<file path="src/rtl/branch_rs_pkg.sv">
// Shared CPU definitions for the branch reservation station and its resolver:
// branch op encodings (RISC-V funct3, JALR folded in), the unlocked tag and the default data width.
package branch_rs_pkg;

  localparam int XLEN_DEF     = 32;
  localparam int TAG_UNLOCKED = 0;

  typedef enum logic [2:0] {
    OP_BEQ  = 3'b000,
    OP_BNE  = 3'b001,
    OP_JALR = 3'b010,
    OP_BLT  = 3'b100,
    OP_BGE  = 3'b101,
    OP_BLTU = 3'b110,
    OP_BGEU = 3'b111
  } br_op_e;

endpackage

</file>
<file path="src/rtl/branch_rs_if.sv">
// Allocation, CDB, flush and redirect signals of the branch reservation station.
interface branch_rs_if
  import branch_rs_pkg::*;
#(
  parameter int XLEN  = XLEN_DEF,
  parameter int DEPTH = 4,
  parameter int TAG_W = 4
);
  localparam int CW = $clog2(DEPTH) + 1;

  logic             alloc_valid;
  logic             alloc_ready;
  logic [2:0]       alloc_op;
  logic [XLEN-1:0]  alloc_pc;
  logic [XLEN-1:0]  alloc_offset;
  logic [TAG_W-1:0] alloc_tagx;
  logic [TAG_W-1:0] alloc_tagy;
  logic [XLEN-1:0]  alloc_datax;
  logic [XLEN-1:0]  alloc_datay;
  logic             cdb_valid;
  logic [TAG_W-1:0] cdb_tag;
  logic [XLEN-1:0]  cdb_data;
  logic             flush;
  logic             redir_valid;
  logic             redir_taken;
  logic [XLEN-1:0]  redir_target;
  logic [XLEN-1:0]  redir_pc;
  logic [CW-1:0]    occupancy;

  modport master (
    output alloc_valid, alloc_op, alloc_pc, alloc_offset, alloc_tagx, alloc_tagy,
           alloc_datax, alloc_datay, cdb_valid, cdb_tag, cdb_data, flush,
    input  alloc_ready, redir_valid, redir_taken, redir_target, redir_pc, occupancy
  );

  modport slave (
    input  alloc_valid, alloc_op, alloc_pc, alloc_offset, alloc_tagx, alloc_tagy,
           alloc_datax, alloc_datay, cdb_valid, cdb_tag, cdb_data, flush,
    output alloc_ready, redir_valid, redir_taken, redir_target, redir_pc, occupancy
  );

endinterface

</file>
<file path="src/rtl/branch_resolve.sv">
// Combinational branch outcome and next-PC computation for one issued entry.
module branch_resolve
  import branch_rs_pkg::*;
#(
  parameter int XLEN = XLEN_DEF
) (
  input  logic [2:0]      op,
  input  logic [XLEN-1:0] pc,
  input  logic [XLEN-1:0] offset,
  input  logic [XLEN-1:0] x,
  input  logic [XLEN-1:0] y,
  output logic            taken,
  output logic [XLEN-1:0] target
);

  logic [XLEN-1:0] jalr_sum;
  assign jalr_sum = x + offset;

  always_comb begin
    // NOTE: every output gets a default before the case so no path leaves it unassigned (no latch).
    taken  = 1'b0;
    target = pc + XLEN'(4);
    case (op)
      OP_BEQ:  taken = (x == y);
      OP_BNE:  taken = (x != y);
      OP_BLT:  taken = ($signed(x) <  $signed(y));
      OP_BGE:  taken = ($signed(x) >= $signed(y));
      OP_BLTU: taken = (x <  y);
      OP_BGEU: taken = (x >= y);
      OP_JALR: taken = 1'b1;
      default: taken = 1'b0;
    endcase
    if (op == OP_JALR)
      target = {jalr_sum[XLEN-1:1], 1'b0};
    else if (taken)
      target = pc + offset;
  end

endmodule

</file>
<file path="src/rtl/branch_rs.sv">
// Branch reservation station: captures operands, wakes on CDB broadcasts, issues the
// oldest ready entry each cycle and registers its redirect.
module branch_rs
  import branch_rs_pkg::*;
#(
  parameter int XLEN  = XLEN_DEF,
  parameter int DEPTH = 4,
  parameter int TAG_W = 4
) (
  input logic        clk,
  input logic        rst_n,
  input logic        rdy,
  branch_rs_if.slave bus
);

  localparam int IW = $clog2(DEPTH);
  localparam int CW = IW + 1;
  localparam logic [TAG_W-1:0] UNLOCKED = TAG_W'(TAG_UNLOCKED);

  logic [DEPTH-1:0] valid_q, valid_d, ready;
  logic [IW-1:0]    age_q [DEPTH];
  logic [IW-1:0]    age_d [DEPTH];
  logic [2:0]       op_q [DEPTH];
  logic [XLEN-1:0]  pc_q [DEPTH], off_q [DEPTH], datax_q [DEPTH], datay_q [DEPTH];
  logic [TAG_W-1:0] tagx_q [DEPTH], tagy_q [DEPTH];
  logic [CW-1:0]    count_q, count_d;

  logic             alloc_ready, alloc_fire, alloc_found, issue_any, issue_fire, cdb_hit;
  logic [IW-1:0]    alloc_idx, issue_idx;
  logic             res_taken;
  logic [XLEN-1:0]  res_target;
  logic             redir_valid_q, redir_taken_q;
  logic [XLEN-1:0]  redir_target_q, redir_pc_q;
  logic [TAG_W-1:0] cap_tagx, cap_tagy;
  logic [XLEN-1:0]  cap_datax, cap_datay;

  // Slots freed by this cycle's issue only become visible next cycle.
  assign alloc_ready = (count_q < CW'(DEPTH));
  assign alloc_fire  = rdy && bus.alloc_valid && alloc_ready && !bus.flush;
  assign issue_fire  = rdy && !bus.flush && issue_any;
  assign cdb_hit     = bus.cdb_valid && (bus.cdb_tag != UNLOCKED);

  assign cap_tagx  = (bus.alloc_tagx != UNLOCKED && cdb_hit && bus.cdb_tag == bus.alloc_tagx) ? UNLOCKED : bus.alloc_tagx;
  assign cap_tagy  = (bus.alloc_tagy != UNLOCKED && cdb_hit && bus.cdb_tag == bus.alloc_tagy) ? UNLOCKED : bus.alloc_tagy;
  assign cap_datax = (cap_tagx != bus.alloc_tagx) ? bus.cdb_data : bus.alloc_datax;
  assign cap_datay = (cap_tagy != bus.alloc_tagy) ? bus.cdb_data : bus.alloc_datay;

  // Readiness uses registered tags only, so a CDB wakeup issues one cycle later.
  always_comb begin
    alloc_idx   = '0;
    alloc_found = 1'b0;
    issue_idx   = '0;
    issue_any   = 1'b0;
    for (int i = 0; i < DEPTH; i++) begin
      ready[i] = valid_q[i] && (tagx_q[i] == UNLOCKED) &&
                 (op_q[i] == OP_JALR || tagy_q[i] == UNLOCKED);
      if (!valid_q[i] && !alloc_found) begin
        alloc_idx   = IW'(i);
        alloc_found = 1'b1;
      end
      if (ready[i] && (!issue_any || age_q[i] > age_q[issue_idx])) begin
        issue_idx = IW'(i);
        issue_any = 1'b1;
      end
    end
  end

  // Oldest entry carries the largest age; ages stay a dense 0..n-1 ranking.
  always_comb begin
    valid_d = valid_q;
    age_d   = age_q;
    count_d = count_q + CW'(alloc_fire) - CW'(issue_fire);
    for (int i = 0; i < DEPTH; i++) begin
      if (valid_q[i]) begin
        if (alloc_fire) age_d[i] = age_d[i] + IW'(1);
        if (issue_fire && age_q[i] > age_q[issue_idx]) age_d[i] = age_d[i] - IW'(1);
      end
    end
    if (issue_fire) valid_d[issue_idx] = 1'b0;
    if (alloc_fire) begin
      valid_d[alloc_idx] = 1'b1;
      age_d[alloc_idx]   = '0;
    end
    if (bus.flush) begin
      valid_d = '0;
      count_d = '0;
    end
  end

  branch_resolve #(.XLEN(XLEN)) u_resolve (
    .op     (op_q[issue_idx]),
    .pc     (pc_q[issue_idx]),
    .offset (off_q[issue_idx]),
    .x      (datax_q[issue_idx]),
    .y      (datay_q[issue_idx]),
    .taken  (res_taken),
    .target (res_target)
  );

  always_ff @(posedge clk or negedge rst_n) begin
    if (!rst_n) begin
      // NOTE: sequential state is updated with <= so every register sees pre-edge values.
      valid_q        <= '0;
      count_q        <= '0;
      redir_valid_q  <= 1'b0;
      redir_taken_q  <= 1'b0;
      redir_target_q <= '0;
      redir_pc_q     <= '0;
      for (int i = 0; i < DEPTH; i++) age_q[i] <= '0;
    end else if (rdy) begin
      valid_q       <= valid_d;
      age_q         <= age_d;
      count_q       <= count_d;
      redir_valid_q <= issue_fire;
      if (issue_fire) begin
        redir_taken_q  <= res_taken;
        redir_target_q <= res_target;
        redir_pc_q     <= pc_q[issue_idx];
      end
    end
  end

  // NOTE: entry payload is qualified by valid_q, so it is deliberately left without reset.
  always_ff @(posedge clk) begin
    if (rdy) begin
      for (int i = 0; i < DEPTH; i++) begin
        if (valid_q[i] && cdb_hit) begin
          if (tagx_q[i] == bus.cdb_tag) begin
            tagx_q[i]  <= UNLOCKED;
            datax_q[i] <= bus.cdb_data;
          end
          if (tagy_q[i] == bus.cdb_tag) begin
            tagy_q[i]  <= UNLOCKED;
            datay_q[i] <= bus.cdb_data;
          end
        end
      end
      if (alloc_fire) begin
        op_q[alloc_idx]    <= bus.alloc_op;
        pc_q[alloc_idx]    <= bus.alloc_pc;
        off_q[alloc_idx]   <= bus.alloc_offset;
        tagx_q[alloc_idx]  <= cap_tagx;
        tagy_q[alloc_idx]  <= cap_tagy;
        datax_q[alloc_idx] <= cap_datax;
        datay_q[alloc_idx] <= cap_datay;
      end
    end
  end

  assign bus.alloc_ready  = alloc_ready;
  assign bus.occupancy    = count_q;
  assign bus.redir_valid  = redir_valid_q;
  assign bus.redir_taken  = redir_taken_q;
  assign bus.redir_target = redir_target_q;
  assign bus.redir_pc     = redir_pc_q;

endmodule

</file>
<file path="src/flat_wrapper.sv">
// flat-port wrapper written by rule: the top's interface ports become plain ports
module branch_rs_flat import branch_rs_pkg::*;
#(
  parameter int XLEN  = XLEN_DEF,
  parameter int DEPTH = 4,
  parameter int TAG_W = 4
)
  (clk, rst_n, rdy, bus_alloc_valid, bus_alloc_op, bus_alloc_pc, bus_alloc_offset, bus_alloc_tagx, bus_alloc_tagy, bus_alloc_datax, bus_alloc_datay, bus_cdb_valid, bus_cdb_tag, bus_cdb_data, bus_flush, bus_alloc_ready, bus_redir_valid, bus_redir_taken, bus_redir_target, bus_redir_pc, bus_occupancy);
  branch_rs_if #(.XLEN(XLEN), .DEPTH(DEPTH), .TAG_W(TAG_W)) bus_i ();
  input logic clk;
  input logic rst_n;
  input logic rdy;
  input wire logic [$bits(bus_i.alloc_valid)-1:0] bus_alloc_valid;
  input wire logic [$bits(bus_i.alloc_op)-1:0] bus_alloc_op;
  input wire logic [$bits(bus_i.alloc_pc)-1:0] bus_alloc_pc;
  input wire logic [$bits(bus_i.alloc_offset)-1:0] bus_alloc_offset;
  input wire logic [$bits(bus_i.alloc_tagx)-1:0] bus_alloc_tagx;
  input wire logic [$bits(bus_i.alloc_tagy)-1:0] bus_alloc_tagy;
  input wire logic [$bits(bus_i.alloc_datax)-1:0] bus_alloc_datax;
  input wire logic [$bits(bus_i.alloc_datay)-1:0] bus_alloc_datay;
  input wire logic [$bits(bus_i.cdb_valid)-1:0] bus_cdb_valid;
  input wire logic [$bits(bus_i.cdb_tag)-1:0] bus_cdb_tag;
  input wire logic [$bits(bus_i.cdb_data)-1:0] bus_cdb_data;
  input wire logic [$bits(bus_i.flush)-1:0] bus_flush;
  output wire logic [$bits(bus_i.alloc_ready)-1:0] bus_alloc_ready;
  output wire logic [$bits(bus_i.redir_valid)-1:0] bus_redir_valid;
  output wire logic [$bits(bus_i.redir_taken)-1:0] bus_redir_taken;
  output wire logic [$bits(bus_i.redir_target)-1:0] bus_redir_target;
  output wire logic [$bits(bus_i.redir_pc)-1:0] bus_redir_pc;
  output wire logic [$bits(bus_i.occupancy)-1:0] bus_occupancy;
  assign bus_i.alloc_valid = bus_alloc_valid;
  assign bus_i.alloc_op = bus_alloc_op;
  assign bus_i.alloc_pc = bus_alloc_pc;
  assign bus_i.alloc_offset = bus_alloc_offset;
  assign bus_i.alloc_tagx = bus_alloc_tagx;
  assign bus_i.alloc_tagy = bus_alloc_tagy;
  assign bus_i.alloc_datax = bus_alloc_datax;
  assign bus_i.alloc_datay = bus_alloc_datay;
  assign bus_i.cdb_valid = bus_cdb_valid;
  assign bus_i.cdb_tag = bus_cdb_tag;
  assign bus_i.cdb_data = bus_cdb_data;
  assign bus_i.flush = bus_flush;
  assign bus_alloc_ready = bus_i.alloc_ready;
  assign bus_redir_valid = bus_i.redir_valid;
  assign bus_redir_taken = bus_i.redir_taken;
  assign bus_redir_target = bus_i.redir_target;
  assign bus_redir_pc = bus_i.redir_pc;
  assign bus_occupancy = bus_i.occupancy;
  branch_rs #(.XLEN(XLEN), .DEPTH(DEPTH), .TAG_W(TAG_W)) u_core (.clk(clk), .rst_n(rst_n), .rdy(rdy), .bus(bus_i));
endmodule
</file>
<file path="config.mk">
export PLATFORM = sky130hd
export DESIGN_NAME = branch_rs_flat
export DESIGN_NICKNAME = d
export VERILOG_FILES = /design/src/rtl/branch_rs_pkg.sv /design/src/rtl/branch_rs_if.sv /design/src/rtl/branch_resolve.sv /design/src/rtl/branch_rs.sv /design/src/flat_wrapper.sv
export SDC_FILE = /design/constraint.sdc
export NUM_CORES = 1
export LEC_CHECK = 0
export CORE_AREA = 5 5 277 279
export DETAILED_ROUTE_END_ITERATION = 7
export DIE_AREA = 0 0 282 284
export GPL_TIMING_DRIVEN = 1
export PLACE_DENSITY = 0.74
export SLEW_MARGIN = 10
export SYNTH_ARGS = -nofsm -noshare
export SYNTH_HDL_FRONTEND = slang
export SYNTH_SLANG_ARGS = --single-unit
</file>
<file path="constraint.sdc">
create_clock -name clk -period 12.68 [get_ports clk]
set_input_delay 1.902 -clock clk [delete_from_list [all_inputs] [get_ports clk]]
set_output_delay 1.902 -clock clk [all_outputs]
set_load 0.01 [all_outputs]
</file>
==> impl_metrics.tcl <==
set metrics [dict create \
    status "finished clean" \
    cp.required_ns 13.14 \
    postSynthAreaPerCell_um2 12.20 \
    yosysTopAreaCellShare 0.5062 \
    portBuffers 250 \
    syn_nets 2997 \
    h-tree-depth 3 \
    worstMarginPinSlew_ns 1.033 \
    ys_warn_count 0 \
    critPathMaxStageDelay_ns 0.81 \
    rows 100 \
    grt_pass1_wl_um 140800 \
    worstReg2RegEnd "u_core.bus.redir_target[8]$_DFFE_PN0P_" \
    yosysTopAreaCell "edfxtp_1" \
    grt_max_degree 128 \
    end_kind "flip-flop" \
    route.detailed.drc 0 \
    worstHoldStart "u_core.bus.redir_pc[17]$_DFFE_PN0P_" \
    cp_max_fo 56 \
    start_kind "flip-flop" \
    max_slew_margin 0.3116 \
    synth_most_common_cell "edfxtp_1" \
    finalNetCount 3226 \
    synth_cell_type_count 86 \
    hpwl_um 64630 \
    cts_setup_buffers 0 \
    finalWeightedCongestion 0.9067 \
    total_power_mw 5.555 \
    min_path_cells 2 \
    dp.cells 3831 \
    critPathKind "flip-flop to flip-flop" \
    drive_above_1_share 0.1775 \
    pin_count 251 \
    topRoutingLayerUsed "met4" \
    routed-wl-met3_um 8140 \
    drt-total-wl_um 95220 \
    p_leak_nw 13.97 \
    slew_viol_final 0 \
    clk_latency_ns 0.62 \
    drtIter0Drc 2776 \
    wl_per_cell_um 24.07 \
    cts_made_buffers 68 \
    rrSetupSlack_ns 2.91 \
    ctsRootBufferMaster "clkbuf_16" \
    cts.sink_count 637 \
    start_util 0.4461 \
    arrival_ns 10.23 \
    rsz0062_at_grt "false" \
    hold_viol 0 \
    ys_ff_latch 637 \
    wl_met2_um 44420 \
    cts_tree "built" \
    antenna_found_initial 5 \
    ir_drop_mv 0.08000 \
    final_cells 3956 \
    dr_total_vias 23472 \
    clock.fmax_mhz 102.3 \
    async_reset_ff_frac 0.1272 \
    rr_worst_depth 35 \
    synth_cells 2703 \
    ant_nets 0 \
    met1_length_um 39620 \
    yosysSeqAreaShare 0.5676 \
    grt_usage 0.2297 \
    synthFlopType "edfxtp_1" \
    cts_resized 0 \
    skew_ns 0.02557 \
    drt_pass1_iterations 5 \
    die-width_um 282 \
    setup_tns_ns 0 \
    die_y_um 284 \
    path_clk_slew_ns 0.06 \
    syn_area_um2 32980 \
    fin_crit_ns 9.772 \
    dieArea_um2 80090 \
    regToRegStartpoint "u_core.age_q[5]$_DFFE_PN0P_" \
    slowest_stage "a221oi_4" \
    synth_area_leaders "edfxtp_1 51%, mux2_2 8.9%, dfrtp_1 6.1%" \
    synth_edf_count 556 \
    p_per_area_nw_per_um2 142.9 \
    overflow 0 \
    finalSetupViolCount 0 \
    hold_buffers 0 \
    worstHoldEndpoint "u_core.bus.redir_pc[17]$_DFFE_PN0P_" \
    timing.final.crit_share 0.7707 \
    coreArea_um2 73950 \
    synthToLayoutAreaGrowth_pct 17.90 \
    hp-class "flip-flop to flip-flop" \
    routed_via_density 5.933 \
    max-cap-violations 0 \
    synth_common_cells "556 x edfxtp_1, 262 x mux2_2, 257 x nand2_1, 193 x nor2_1, 156 x a21oi_1" \
    cts_buffer_depth 3 \
    grt_pass1_vias 22593 \
]
-- worst max-delay path, delay by kind of cell (launching register included) --
| family | cells | cell delay (ns) |
|---|---|---|
| mux | 1 | 0.15 |
| flops | 1 | 0.42 |
| compound gates | 16 | 4.33 |
| buf+inv | 4 | 1.28 |
| fa+ha+maj | 4 | 1.14 |
| simple gates | 10 | 2.21 |
-- how the worst max path moves through the flow --
stage / end / slack (ns) / startpoint
after global routing: u_core.bus.redir_target[8]$_DFFE_PN0P_ / 2.35 / u_core.age_q[4]$_DFFE_PN0P_
after floorplan: u_core.bus.redir_target[30]$_DFFE_PN0P_ / 3.24 / u_core.age_q[5]$_DFFE_PN0P_
after global placement: u_core.bus.redir_target[8]$_DFFE_PN0P_ / 3.27 / u_core.age_q[5]$_DFFE_PN0P_
final: u_core.bus.redir_target[8]$_DFFE_PN0P_ / 2.91 / u_core.age_q[5]$_DFFE_PN0P_
after CTS: u_core.bus.redir_target[8]$_DFFE_PN0P_ / 3.05 / u_core.age_q[5]$_DFFE_PN0P_
after detailed placement: u_core.bus.redir_target[8]$_DFFE_PN0P_ / 3.06 / u_core.tagx_q[1][3]$_SDFFCE_PN0P_
-- sequential cells by signal, indices dropped and copies added, names as in the netlist --
name,flops
u_core.age_q,8
u_core.bus.occupancy,3
u_core.bus.redir_pc,32
u_core.bus.redir_taken,1
u_core.bus.redir_target,32
u_core.bus.redir_valid,1
u_core.datax_q,128
u_core.datay_q,128
u_core.off_q,128
u_core.op_q,12
u_core.pc_q,128
u_core.tagx_q,16
u_core.tagy_q,16
u_core.valid_q,4
-- layer usage --
layer / vias to the layer above / track usage
met4: 0 / 0.07589
met1: 11482 / 0.3265
met5: - / 0
met3: 155 / 0.03488
met2: 1131 / 0.3634
li1: 10704 / -
-- layout by cell type, fill, tap and decap left out, types with 17 or more instances in the layout --
| master | count |
|---|---|
| inv_1 | 45 |
| a21oi_1 | 156 |
| clkdlybuf4s50_1 | 249 |
| o21ai_1 | 21 |
| xor2_1 | 27 |
| a221o_1 | 17 |
| mux2i_1 | 38 |
| nand4_1 | 19 |
| nor2_1 | 182 |
| o21ai_0 | 117 |
| nand3_1 | 108 |
| dfrtp_1 | 81 |
| edfxtp_1 | 556 |
| a21o_1 | 36 |
| a221oi_1 | 37 |
| and3_1 | 31 |
| and2_1 | 38 |
| xnor2_1 | 100 |
| clkbuf_16 | 70 |
| nand2_1 | 255 |
| mux2_2 | 262 |
| buf_4 | 47 |
| nor3_1 | 22 |
| clkbuf_1 | 18 |
| o221a_2 | 29 |
| o22ai_1 | 35 |
| ha_1 | 110 |
-- kinds of logic (layout without fill, tap and decap cells) --
family                     Yosys count  after routing  synth area share
DFF                                637            637            0.5676
other                                0              6                 0
and+or+nand+nor                    739            739            0.1060
adders and majority gates          113            113           0.04355
xor gates and xnor gates           127            127           0.03372
AOI/OAI and AO/OA                  596            596            0.1245
muxes                              300            300            0.1010
buffers and inverters              191            469           0.02359
-- cell type report --
class,instances,area [um2]
Fill cell,6183,35060
Multi-Input combinational cell,1875,13680
Inverter,53,198.9
Clock inverter,29,347.8
Tap cell,969,1212
Antenna cell,6,15.01
Clock buffer,90,1847
Timing Repair Buffer,297,2865
Sequential cell,637,18720
-- where the power goes --
part,internal (mW),switching (mW)
logic,0.495,0.566
clock network,1.17,0.820
registers,2.42,0.0842
total,4.09,1.47
-- metrics by stage --
stage                 util  setup slack, ns  hold WS (ns)  cell area (um2)
finish              0.5259            2.908        0.4718            38890
floorplan                -            3.241        0.5140            32980
global placement    0.4960            3.275        0.4591            36680
global route        0.5258            2.348        0.4939            38880
CTS                 0.5257            3.046        0.4768            38870
detailed placement  0.4960            3.064        0.4632            36680
(Power assumes the default switching activity.)
